==> config.mk <==
export PLATFORM = sky130hd
export DESIGN_NAME = id_ex_pipe_stage
export DESIGN_NICKNAME = d
export VERILOG_FILES = /design/src/rtl/id_ex_pipe_stage.sv
export SDC_FILE = /design/constraint.sdc
export NUM_CORES = 1
export LEC_CHECK = 0
export CAP_MARGIN = 20
export CORE_MARGIN = 2
export CORE_UTILIZATION = 54
export CTS_CLUSTER_SIZE = 20
export DETAILED_ROUTE_END_ITERATION = 8
export GPL_ROUTABILITY_DRIVEN = 0
export PLACE_DENSITY = 0.86
export SETUP_SLACK_MARGIN = 0.4
export SLEW_MARGIN = 0
export SYNTH_ARGS = -nofsm -noshare
export SYNTH_HDL_FRONTEND = slang
export SYNTH_SLANG_ARGS = --single-unit
==> constraint.sdc <==
create_clock -name clk -period 4.9 [get_ports clk]
set_input_delay 0.49 -clock clk [delete_from_list [all_inputs] [get_ports clk]]
set_output_delay 0.49 -clock clk [all_outputs]
set_load 0.01 [all_outputs]
==> src/rtl/id_ex_pipe_stage.sv <==
// ID->EX pipeline stage with a valid/ready handshake, a 2-entry skid buffer
// (main + skid), flush/bubble support and a saturating EX stall counter.
module id_ex_pipe_stage #(
    parameter int unsigned DATA_W = 64,
    parameter int unsigned WREG_W = 3,
    parameter int unsigned ADDR_W = 9,
    parameter int unsigned EXC_W  = 5,
    parameter int unsigned MEMC_W = 1,
    parameter int unsigned WBC_W  = 2,
    parameter int unsigned CNT_W  = 16
) (
    input  logic              clk,
    input  logic              reset,
    input  logic              flush,

    input  logic              id_valid,
    output logic              id_ready,
    input  logic [DATA_W-1:0] ID_reg_data1,
    input  logic [DATA_W-1:0] ID_reg_data2,
    input  logic [DATA_W-1:0] ID_imm,
    input  logic [WREG_W-1:0] ID_Wreg,
    input  logic [ADDR_W-1:0] ID_addr_ins,
    input  logic [EXC_W-1:0]  ID_EX_CTRL,
    input  logic [MEMC_W-1:0] ID_MEM_CTRL,
    input  logic [WBC_W-1:0]  ID_WB_CTRL,

    output logic              ex_valid,
    input  logic              ex_ready,
    output logic [DATA_W-1:0] EX_reg_data1,
    output logic [DATA_W-1:0] EX_reg_data2,
    output logic [DATA_W-1:0] EX_imm,
    output logic [WREG_W-1:0] EX_Wreg,
    output logic [ADDR_W-1:0] EX_addr_ins,
    output logic [EXC_W-1:0]  EX_EX_CTRL,
    output logic [MEMC_W-1:0] EX_MEM_CTRL,
    output logic [WBC_W-1:0]  EX_WB_CTRL,

    output logic [CNT_W-1:0]  stall_cnt
);

    typedef struct packed {
        logic [DATA_W-1:0] data1;
        logic [DATA_W-1:0] data2;
        logic [DATA_W-1:0] imm;
        logic [WREG_W-1:0] wreg;
        logic [ADDR_W-1:0] addr;
        logic [EXC_W-1:0]  exc;
        logic [MEMC_W-1:0] memc;
        logic [WBC_W-1:0]  wbc;
    } payload_t;

    payload_t          in_pl;
    payload_t          main_q, main_d;
    payload_t          skid_q, skid_d;
    logic              main_vld_q, main_vld_d;
    logic              skid_vld_q, skid_vld_d;
    logic [CNT_W-1:0]  stall_q, stall_d;
    logic              in_fire;
    logic              out_fire;

    assign in_pl = '{
        data1: ID_reg_data1,
        data2: ID_reg_data2,
        imm:   ID_imm,
        wreg:  ID_Wreg,
        addr:  ID_addr_ins,
        exc:   ID_EX_CTRL,
        memc:  ID_MEM_CTRL,
        wbc:   ID_WB_CTRL
    };

    // Ready depends only on registered skid state, so EX never sees a
    // combinational path back into decode.
    assign id_ready = ~skid_vld_q;
    assign in_fire  = id_valid & id_ready & ~flush;
    assign out_fire = main_vld_q & ex_ready;

    always_comb begin
        main_d     = main_q;
        skid_d     = skid_q;
        main_vld_d = main_vld_q;
        skid_vld_d = skid_vld_q;

        if (flush) begin
            main_vld_d = 1'b0;
            skid_vld_d = 1'b0;
        end else if (!main_vld_q || out_fire) begin
            if (skid_vld_q) begin
                main_d     = skid_q;
                main_vld_d = 1'b1;
                if (in_fire) begin
                    skid_d     = in_pl;
                    skid_vld_d = 1'b1;
                end else begin
                    skid_vld_d = 1'b0;
                end
            end else if (in_fire) begin
                main_d     = in_pl;
                main_vld_d = 1'b1;
            end else begin
                main_vld_d = 1'b0;
            end
        end else if (in_fire) begin
            skid_d     = in_pl;
            skid_vld_d = 1'b1;
        end
    end

    always_comb begin
        stall_d = stall_q;
        if (main_vld_q && !ex_ready && (stall_q != '1)) begin
            stall_d = stall_q + 1'b1;
        end
    end

    always_ff @(posedge clk) begin
        if (reset) begin
            main_q     <= '0;
            skid_q     <= '0;
            main_vld_q <= 1'b0;
            skid_vld_q <= 1'b0;
            stall_q    <= '0;
        end else begin
            main_q     <= main_d;
            skid_q     <= skid_d;
            main_vld_q <= main_vld_d;
            skid_vld_q <= skid_vld_d;
            stall_q    <= stall_d;
        end
    end

    assign ex_valid     = main_vld_q;
    assign EX_reg_data1 = main_q.data1;
    assign EX_reg_data2 = main_q.data2;
    assign EX_imm       = main_q.imm;
    assign EX_Wreg      = main_q.wreg;
    assign EX_addr_ins  = main_q.addr;
    // Control is masked on bubbles so nothing downstream writes state.
    assign EX_EX_CTRL   = main_vld_q ? main_q.exc  : '0;
    assign EX_MEM_CTRL  = main_vld_q ? main_q.memc : '0;
    assign EX_WB_CTRL   = main_vld_q ? main_q.wbc  : '0;
    assign stall_cnt    = stall_q;

endmodule

==> reports/metrics.cfg <==
[clocking]
clockBufferDepth = 3
cts_buffers = 45
htree_num_levels = 2
post_cts_resized = 0
clock_sinks = 442
cts_tree = done
clockRootBuffer = clkbuf_16
ctsHoldBuffers = 0
clk_pin_slew_ns = 0.06
cts_setup_buffers = 0
clock_latency_ns = 0.55

[route]
wl_per_cell_microns = 17.2
routed_wl_microns = 48300
num_vias = 15384
first_pass_iters = 5
ant_nets = 0
drc = 0
first_iter_violations = 1024
viasPerCell = 5.48

[worst_setup_path]
crit_family = buffers and inverters
start_kind = register
cp_num_buf_inv = 3
slowest_stage = buf_4
max_stage_delay_ns = 0.81
path_class = register to primary output
cp.arrival_ns = 2.68
crit_chain = buf_4 -> inv_1 -> clkdlybuf4s50_1
required_ns = 4.41
endpoint_kind = primary output
worstPathMaxFanout = 55

[power]
peakVddDrop_v = 0.000328
p_leak_nw = 7.55
p_per_area_mw_per_mm2 = 348

[synthesis]
async_flop_share_pct = 0
synth_mux_area_share_pct = 11.5
synth_area_sq_mm = 0.0188
syn_area_per_cell_sq_um = 8.62
yosysMostFrequentCell = dfxtp_1
ys_seq_area_share_pct = 47.0
syn_nets = 2401
yosysTopAreaCell = dfxtp_1
yosysWarnings = 0
synth_top_area_share_pct = 47.0
syn_inst = 2183
ys_ff_latch = 442
synth_compound_area_share_pct = 14.9
synth_edf_count = 0
synth_xor_area_share_pct = 0.0466
synth_ff_type = dfxtp_1
synth_area_leaders = dfxtp_1 (47%), mux2i_1 (11%), nand2_1 (8.5%), a211oi_1 (8.5%), buf_4 (8.1%)
synth_fa_ha_area_share_pct = 0.0665
synth_top_family_by_area = compound AO/OA/AOI/OAI gates
synthTopCellsByCount = dfxtp_1 (442), nand2_1 (427), nor2_1 (223)
yosys.area_share.simple_pct = 14.6
synth_cell_types = 35

[grt]
grt_usage_pct = 25.2
antenna_found_initial = 4
grt_max_degree = 239
overflow = 0
grt_pass1_wl_microns = 74900
grt_pass1_vias = 14640

[timing]
post-route-period-util_pct = 64.8
setup_slack_ns = 1.73
min_period_ns = 3.17
skew_ns = 0.0161
grt_setup_unrepaired = false
hold_viol_final = 0
setup_tns_ns = 0
final_max_slew_viol_count = 0
report.final.setup_viol = 0
worst_pin_slew_ns = 1.22
timing.slew.headroom_pct = 18.4
max_freq_ghz = 0.315

[hold_path]
hold_path.class = input port to register

[layout]
layout-drive-gt1-share_pct = 3.96
final_cells = 2805
seqCellArea_sq_mm = 0.00885
fill_cells = 2600
nNetsFinal = 2533
syn_to_final_growth_pct = 24.1
multi_input_comb_area_sq_mm = 0.00776
final_util_pct = 67.7

[placement]
dp_cells = 2723
dp_hpwl_microns = 30500
pre_cts_slack_ns = 2.00
port_buffers = 446

[floorplanning]
start_util_pct = 54.6
dieWidth_microns = 191
ioPinCount = 447
coreArea_sq_mm = 0.0345
die_area_sq_mm = 0.0363
floorplan.rows = 68
die_h_microns = 191

[outcome]
run_status = finished clean

[flow_run]
maxCapViolCount = 0

==> layer usage <==
| metal | vias up | global-route usage, % | part of all wire, % |
|---|---|---|---|
| met5 | - | 0 | 0 |
| met4 | 0 | 13.2 | 4.8 |
| met3 | 134 | 6.72 | 7.5 |
| met2 | 513 | 42.1 | 48 |
| met1 | 7221 | 29.7 | 39 |
| li1 | 7516 | - | - |
==> final cells by class <==
class	count	area share [%]
clock inverters	11	0.493
flip-flops and latches	442	37.9
inverters	3	0.0483
diodes	4	0.0429
clock buffers	67	5.88
repair buffers	458	19.9
well taps	455	2.44
multi-input cells	1365	33.3
==> layout by cell type, fill, tap and decap left out, drive strengths merged, types with 2 or more instances in the layout <==
master,Yosys,routed
or4,4,4
a21oi,220,220
nand3,7,7
dfxtp,442,442
mux2,3,3
clkdlybuf4s50,0,445
nor2b,3,3
nand4,5,5
inv,3,4
o31ai,3,3
clkbuf,124,67
or3,6,6
a211oi,213,213
diode,0,4
clkinv,0,7
and2,8,8
nor2,223,223
nor4,4,4
mux2i,213,213
nand2,427,427
bufinv,0,2
buf,249,13
and3,4,4
o21ai,6,6
nor3,5,5
==> final timing paths <==
check / from / endpoint / slack [ns] / cells past startpoint
setup / recovery: skid_vld_q / id_ready / 1.73 / 3
setup reg to reg: ex_valid / skid_q[188] / 2.20 / 5
hold reg to reg: skid_q[159] / skid_q[159] / 0.45 / 2
hold / removal: reset / skid_q[211] / 0.41 / 2
==> flip-flops by register name (all words and copies together) (netlist names) <==
| signal | flops |
|---|---|
| EX_imm | 64 |
| EX_reg_data2 | 64 |
| stall_cnt | 16 |
| main_q | 8 |
| ex_valid | 1 |
| EX_reg_data1 | 64 |
| EX_Wreg | 3 |
| EX_addr_ins | 9 |
| skid_q | 212 |
| skid_vld_q | 1 |
==> report_power, final <==
| group | total, W | switching [W] | internal [W] |
|---|---|---|---|
| logic | 0.000899 | 0.000419 | 0.000480 |
| registers | 0.00381 | 0.0000763 | 0.00373 |
| clock network | 0.00343 | 0.00139 | 0.00203 |
| total | 0.00813 | 0.00189 | 0.00624 |
==> per-stage QoR <==
stage / hold slack, ns / instance area [sq um] / power [W]
detailed placement: 0.446 / 21800 / 0.00478
CTS: 0.384 / 23300 / 0.00819
finish: 0.414 / 23300 / 0.00813
global route: 0.415 / 23300 / 0.00842
global placement: 0.441 / 21800 / 0.00475
floorplan: 0.436 / 18800 / 0.00440
==> kinds of logic after synthesis <==
| kind of cell | Yosys count |
|---|---|
| buffers and inverters | 376 |
| xor gates and xnor gates | 1 |
| muxes | 216 |
| AOI/OAI and AO/OA | 448 |
| adders and majority gates | 1 |
| and+or+nand+nor | 699 |
| DFF | 442 |
(Power assumes the default switching activity.)
